$ cat config.mk
export PLATFORM = sky130hd
export DESIGN_NAME = seq_magnitude_comparator
export DESIGN_NICKNAME = d
export VERILOG_FILES = /design/src/rtl/seq_magnitude_comparator.sv
export SDC_FILE = /design/constraint.sdc
export NUM_CORES = 1
export LEC_CHECK = 0
export ABC_CLOCK_PERIOD_IN_PS = 1400
export BUFFER_PORTS_ARGS = -buffer_cell sky130_fd_sc_hd__buf_2
export CORE_UTILIZATION = 49
export CTS_BUF_LIST = sky130_fd_sc_hd__clkbuf_4
export DETAILED_ROUTE_END_ITERATION = 7
export PLACE_DENSITY = 0.78
export SYNTH_ARGS = -nofsm -noshare
export SYNTH_HDL_FRONTEND = slang
export SYNTH_SLANG_ARGS = --single-unit
$ cat constraint.sdc
create_clock -name clk -period 1.4 [get_ports clk]
set_input_delay 0.35 -clock clk [delete_from_list [all_inputs] [get_ports clk]]
set_output_delay 0.35 -clock clk [all_outputs]
set_load 0.02 [all_outputs]
$ cat src/rtl/seq_magnitude_comparator.sv
// seq_magnitude_comparator
//   Multi-cycle magnitude comparator for the ULA. It compares operand A against
//   operand B DIGIT bits per cycle, starting at the most significant digit, and
//   stops at the first digit that differs. Unsigned and two's-complement modes
//   are both supported.
//
// Handshake: a request is accepted at a rising edge where start=1, en=1 and
//   ready=1. Operands and mode are captured at that edge. done pulses for exactly
//   one cycle when the result lands in s. A start seen while busy=1 is dropped and
//   is not queued.
//
// Ports:
//   clk          system clock, rising edge
//   rst          synchronous active-high reset
//   en           block enable; low aborts any operation and forces s to 0
//   start        request strobe
//   mode_signed  1 = two's-complement compare, 0 = unsigned (captured with start)
//   a, b         operands (captured with start)
//   ready        high in IDLE or DONE: a start can be accepted this cycle
//   busy         high while digits are being compared
//   done         one-cycle pulse when a new result is in s
//   s            {gt, ge, lt, le, eq, ne} for A relative to B; 0 while en=0
//   state_dbg    current FSM state (0 IDLE, 1 RUN, 2 DONE) for observation

module seq_magnitude_comparator #(
    parameter int WIDTH = 8,
    parameter int DIGIT = 2
) (
    input  logic             clk,
    input  logic             rst,
    input  logic             en,
    input  logic             start,
    input  logic             mode_signed,
    input  logic [WIDTH-1:0] a,
    input  logic [WIDTH-1:0] b,
    output logic             ready,
    output logic             busy,
    output logic             done,
    output logic [5:0]       s,
    output logic [1:0]       state_dbg
);

    localparam int NDIG = WIDTH / DIGIT;
    localparam int CW   = (NDIG > 1) ? $clog2(NDIG) : 1;

    localparam logic [5:0] REL_GT = 6'b110001;
    localparam logic [5:0] REL_LT = 6'b001101;
    localparam logic [5:0] REL_EQ = 6'b010110;

    typedef enum logic [1:0] {
        IDLE = 2'd0,
        RUN  = 2'd1,
        DONE = 2'd2
    } state_t;

    state_t            state;
    state_t            state_next;
    logic [WIDTH-1:0]  a_sh;
    logic [WIDTH-1:0]  b_sh;
    logic [CW-1:0]     cnt;
    logic [5:0]        s_reg;

    logic [DIGIT-1:0]  a_dig;
    logic [DIGIT-1:0]  b_dig;
    logic              dig_gt;
    logic              dig_lt;
    logic              last_dig;
    logic              accept;
    logic [WIDTH-1:0]  bias;

    // Digits under comparison always sit at the top of the shift registers.
    assign a_dig    = a_sh[WIDTH-1 -: DIGIT];
    assign b_dig    = b_sh[WIDTH-1 -: DIGIT];
    assign dig_gt   = a_dig > b_dig;
    assign dig_lt   = a_dig < b_dig;
    assign last_dig = cnt == CW'(NDIG - 1);

    // Flipping the sign bit of both operands maps two's-complement order onto
    // unsigned (offset-binary) order, so the digit compare is mode-agnostic.
    assign bias   = {mode_signed, {(WIDTH-1){1'b0}}};
    assign accept = start && en && ready;

    always_comb begin
        state_next = state;
        ready      = 1'b0;
        busy       = 1'b0;
        done       = 1'b0;
        case (state)
            IDLE: begin
                ready = 1'b1;
                if (accept) state_next = RUN;
            end
            RUN: begin
                busy = 1'b1;
                if (dig_gt || dig_lt || last_dig) state_next = DONE;
            end
            DONE: begin
                ready = 1'b1;
                done  = 1'b1;
                state_next = accept ? RUN : IDLE;
            end
            default: state_next = IDLE;
        endcase
    end

    always_ff @(posedge clk) begin
        if (rst) begin
            state <= IDLE;
            a_sh  <= '0;
            b_sh  <= '0;
            cnt   <= '0;
            s_reg <= '0;
        end else if (!en) begin
            // Abort: the result register is kept so it reappears when en returns.
            state <= IDLE;
            cnt   <= '0;
        end else begin
            state <= state_next;
            if (accept) begin
                a_sh <= a ^ bias;
                b_sh <= b ^ bias;
                cnt  <= '0;
            end else if (state == RUN) begin
                if (dig_gt) begin
                    s_reg <= REL_GT;
                end else if (dig_lt) begin
                    s_reg <= REL_LT;
                end else if (last_dig) begin
                    s_reg <= REL_EQ;
                end else begin
                    a_sh <= a_sh << DIGIT;
                    b_sh <= b_sh << DIGIT;
                    cnt  <= cnt + 1'b1;
                end
            end
        end
    end

    assign s         = en ? s_reg : 6'b0;
    assign state_dbg = state;

endmodule

# Word level (Yosys, flattened, before mapping)
# Cells that the tools add are included.
word_totals:
  regBits: 26
  latch_bits: 0
  ramBits: 0
  rom_bits: 0
  in_bits: 21
  mem_count: 0
classes:
  add_sub_neg: 1
  multipliers: 0
  n_div: 0
  n_lt_le_gt_ge: 2
  eq_ne: 8
  shift: 0
  n_mux: 21
  n_bitwise: 7
  reduce_logical: 14
op_table:
  columns: ["cell", "n"]
  rows:
  - ["$mux 8", 10]
  - ["$mux 6", 4]
  - ["$xor 8x8->8", 2]
  - ["$reduce_and 4->1", 2]
  - ["$ne 2x1->1 const B", 3]
  - ["$pmux 2 s3", 1]
  - ["$not 1->1", 5]
  - ["$reduce_and 5->1", 1]
  - ["$eq 2x2->1 const B", 2]
  - ["$mux 1", 4]
  - ["$mux 2", 2]
  - ["$ne 2x2->1 const B", 2]
  - ["$reduce_or 2->1", 2]
  - ["$reduce_bool 3->1", 1]
  - ["$reduce_or 3->1", 1]
  - ["$add 2x1->2 const B", 1]
  - ["$eq 2x1->1 const B", 1]
  - ["$gt 2x2->1", 1]
  - ["$logic_and 1x1->1", 2]
  - ["$logic_not 2->1", 1]
  - ["$logic_or 1x1->1", 2]
  - ["$lt 2x2->1", 1]
  - ["$reduce_and 2->1", 1]
  - ["$reduce_bool 2->1", 1]

# Logic depth before layout (Yosys ltp)
logic_depth:
  ltp_word: 6
  ltp_mapped: 7
  ltp_nobuf: 6

# Worst setup path before layout
# Ideal clock, no wire load.
synth_timing:
  path_kind: "register to register"
  startpoint: "reg state[0] (netlist: state_dbg[0])"
  endpoint: "reg cnt[1]"
  t_arrival_ns: 1.423
  path_slack_ns: -0.138
  stages_incl_launch_ff: 5
  period_less_slack_ns: 1.538
  path_cell_list: "dfxtp_1 nor2b_1 and4_1 mux2i_1 nor2_1"
synth_via:
  elab_chain_len: 5
  elab_cells_between_ends: 8
  cone_classes: "2 x eq/ne; 1 x mux; 5 x reduce/logical"
synth_rtl:
  columns: ["item", "line", "source"]
  rows:
  - ["from (decl)", "56", "state_t state;"]
  - ["from (signal assigned)", "118", "state <= state_next;"]
  - ["$eq 2x2->1 / $logic_not 2->1 (equally long branches)", "88", "case (state)"]
  - ["$reduce_or 2->1 (no line)", null, null]
  - ["$mux 1", "88", null]
  - ["$logic_and 1x1->1", "81", "assign accept = start && en && ready;"]
  - ["$reduce_or 3->1 (no line)", null, null]
  - ["to (signal assigned)", "133", "cnt <= cnt + 1'b1;"]
  - ["to (decl)", "60", "logic [CW-1:0] cnt;"]
# Several ways; a longest one is shown, not always the timed one.
# A chain may end at the register's enable or synchronous reset.

# Final worst setup path
layout_timing:
  startpoint: "reg state[1] (netlist: state_dbg[1])"
  endpoint: "reg a_sh[2]"
layout_via:
  elab_chain_len: 6
  elab_cells_between_ends: 12
  cone_classes: "5 x eq/ne; 2 x mux; 5 x reduce/logical"
layout_rtl:
  columns: ["item", "line", "source"]
  rows:
  - ["$eq 2x2->1 / $logic_not 2->1 (equally long branches)", "88", null]
  - ["$reduce_or 2->1 (no line)", null, null]
  - ["$mux 1", "88", null]
  - ["$logic_and 1x1->1", "81", null]
  - ["$ne 2x1->1 (no line) / $reduce_bool 2->1 (equally long branches)", null, null]
  - ["$reduce_and 5->1 (no line)", null, null]
  - ["to (signal assigned)", "120", "a_sh <= a ^ bias;"]
  - ["to (signal assigned)", "131", "a_sh <= a_sh << DIGIT;"]
  - ["to (decl)", "58", "logic [WIDTH-1:0] a_sh;"]
# Several ways; a longest one is shown, not always the timed one.

==> results.md <==
* Worst setup SP type: flip-flop
* Outcome: finished, violations left
* Initial antenna violation count at 0
* P_leak at ~0.74 nW
* Achievable frequency at between 600 and 700 MHz
* Synth Cell Area at roughly 1200 um2
* Clk Latency, worst-skew pair at 320 ps
* Fin worst setup slack at -135 ps
* WL/cell at between 10 and 15 um
* ANT nets after route at 0
* Fraction of layout cells with a size suffix above 1 at a little under half
* Fin Hold WS at around 240 ps
* Longest Clk Path Bufs at 2
* CTS tree: done
* Starting Density at 53.9%
* Root Driver: clkbuf_4
* Die W at ~52 um
* Final wirelength at between 2000 and 3000 um
* Reg clk slew, reported paths at about 140 ps
* Via/cell ratio at approximately 5.4
* Worst-margin pin slew at around 500 ps
* Crit-path max cell delay at approximately 400 ps
* Number of hold buffers added after CTS at 0
* Tmin final at between 1500 and 2000 ps
* Crit path cell chain: nand3b_1, nor4_4, buf_6, buf_6, nor3_2, nor4_2
* Pin count of the biggest net entering global routing at 26
* # rows at 17
* GRT Overall Usage at between 20% and 30%
* Share of the yosys chip area belonging to registers at 42.0%
* Height of the die at ~52 um
* Number of buffers added on ports at 31
* Sink Count at 26
* IR Drop Worst-Case VDD at around 1100 uV
* HP Class: input pin to flip-flop
* Max cap viols at 0
* Htree depth at 1
* Routed via count at about 1.2k
* CP max-delay cell: dfxtp_4
* Core area at ~2300 um2
* Setup CP Type: flip-flop to flip-flop
* Commonest non-fill, non-tap cell in the layout: buf_2
* Drt first pass iters at 4
* GRT overflow at 0
* Critical Path AT at ~1800 ps
* Worst Path Required at roughly 1700 ps
* Final hold violation count at 0
* Nets at 214
* Fillers at about 170
* Area grow syn2layout at 39.8%
* Commonest cells after routing, fill and taps aside: 30 x buf_2, 20 x dfxtp_1, 18 x nor2_1
* Pwr Total at roughly 1.7 mW
* Post-Route Skew at 3.24 ps
* Synth unique cells at 30
* Sequential power share at roughly 49%
* P_int at ~1.2 mW
* Synth Instances at 146
* Setup violators final at 19
* Yosys warns at 0
* Number of CTS-inserted buffers at 3
* Total Die Area at between 2000 and 3000 um2
* Max-slew violations at 0
* Combinational share of power at roughly a fifth
* Num ports at 32
* Cell mode on critical path: buf_6
* Tcrit/Tclk final at 110%
* Number of diodes at 0
* Number of global-route vias before repair at about 1.1k
* RSZ-0062 raised after global routing: yes
* Synth Register Bits at 26
* Max_slew headroom at about two thirds
* Post-Syn Area per Cell at roughly 8.5 um2
* Gpl congestion at between 0.8 and 0.9
* Worst setup EP type: flip-flop
* Residual DRC count at 0
* Clock share of power at about 31%
* Dpl hpwl at 1870 um
* Pwr Density at 969 nW/um2
* Psw at 0.437 mW
* Initial DRC Count at 19
* Switching part of the total at 26.0%
* Failing checks: negative setup slack
* First-pass GRT wire length at about 4700 um
* Crit-path max FO at 5
* Syn nets at 170
[path summary, 6_finish.rpt]
path                startpoint  endpoint  slack (ps)  cells past startpoint
setup / recovery  state_dbg[1]   a_sh[2]        -140                      6
hold / removal            b[0]   b_sh[0]         240                      3
setup reg to reg  state_dbg[1]   a_sh[2]        -140                      6
hold reg to reg       s_reg[3]  s_reg[3]         470                      2
[synth_stat cells]
library cell / n / area, um2
dfxtp_1: 26 / 521
nor2_1: 23 / 86.3
a21oi_1: 13 / 65.1
nor3_1: 10 / 50.1
nand2_1: 9 / 33.8
and2_1: 7 / 43.8
inv_1: 6 / 22.5
nor4_1: 6 / 37.5
nand3_1: 5 / 25.0
nor2b_1: 4 / 25.0
and3b_1: 3 / 26.3
clkbuf_1: 3 / 11.3
ha_1: 3 / 37.5
mux2i_1: 3 / 30.0
o31ai_1: 3 / 22.5
xnor2_1: 3 / 26.3
a211oi_1: 2 / 15.0
buf_2: 2 / 10.0
buf_4: 2 / 15.0
nand2b_1: 2 / 12.5
o21bai_1: 2 / 15.0
a211o_1: 1 / 8.76
a311oi_2: 1 / 15.0
and4_1: 1 / 8.76
buf_6: 1 / 11.3
nand3b_1: 1 / 7.51
nand4_4: 1 / 21.3
nor3b_1: 1 / 7.51
nor4_4: 1 / 21.3
or3_1: 1 / 6.26
[per-stage QoR]
step / utilization [%] / cells / setup TNS, ps / setup slack [ps] / area, um2
after floorplan: - / 146 / 0 / 0.139 / 1260
after global placement: 64.8 / 208 / -202 / -43.9 / 1490
after detailed placement: 64.8 / 208 / -1180 / -122 / 1490
after CTS: 70.8 / 213 / -990 / -86.0 / 1630
after global routing: 75.4 / 217 / -2900 / -213 / 1730
final: 75.4 / 217 / -1380 / -135 / 1730
[critical path: cells and delay by family (launching register included)]
kind | cells | cell delay [ps]
flops | 1 | 390
buf+inv | 2 | 250
simple gates | 4 | 820
[power by group through the flow]
stage / clock network (mW) / logic, mW / registers, mW
final: 0.517 / 0.346 / 0.814
after global placement: 0 / 0.264 / 0.821
after CTS: 0.528 / 0.311 / 0.812
after detailed placement: 0 / 0.273 / 0.824
after floorplan: 0 / 0.192 / 0.820
after global routing: 0.563 / 0.378 / 0.820
[metal layers]
| metal | track usage, % | share of wire, % | vias up | routed length (um) |
|---|---|---|---|---|
| li1 | - | - | 595 | - |
| met1 | 28.6 | 45 | 548 | 1300 |
| met2 | 40.3 | 51 | 23 | 1470 |
| met3 | 5.22 | 3.4 | 4 | 98 |
| met4 | 5.70 | 0.93 | 0 | 27 |
| met5 | 0 | 0 | - | 0 |
[area by class of cell]
cell class,instances,area (um2),share of cell area [%]
Inverter,6,22.5,1.30
Tap cell,28,35.0,2.02
Multi-Input combinational cell,106,788,45.5
Sequential cell,26,533,30.8
Clock buffer,3,22.5,1.30
Clock inverter,1,30.0,1.73
Timing Repair Buffer,47,300,17.3
[cells by family (layout without fill, tap and decap cells)]
group	Yosys count	count (layout)	synth area share (%)
muxes	3	3	2.42
AOI/OAI and AO/OA	22	22	11.4
and+or+nand+nor	75	75	33.3
xor gates and xnor gates	3	3	2.12
adders and majority gates	3	3	3.03
buffers and inverters	14	57	5.66
DFF	26	26	42.0
[what timing repair did]
| item | in CTS | in global routing |
|---|---|---|
| setup buffers | 0 | 5 |
| gates cloned | 1 | 0 |
| setup endpoints to repair | 24 | 24 |
| pin swaps | 10 | 11 |
| resized for setup | 24 | 19 |
No activity file was read; power rests on OpenSTA's default activity.
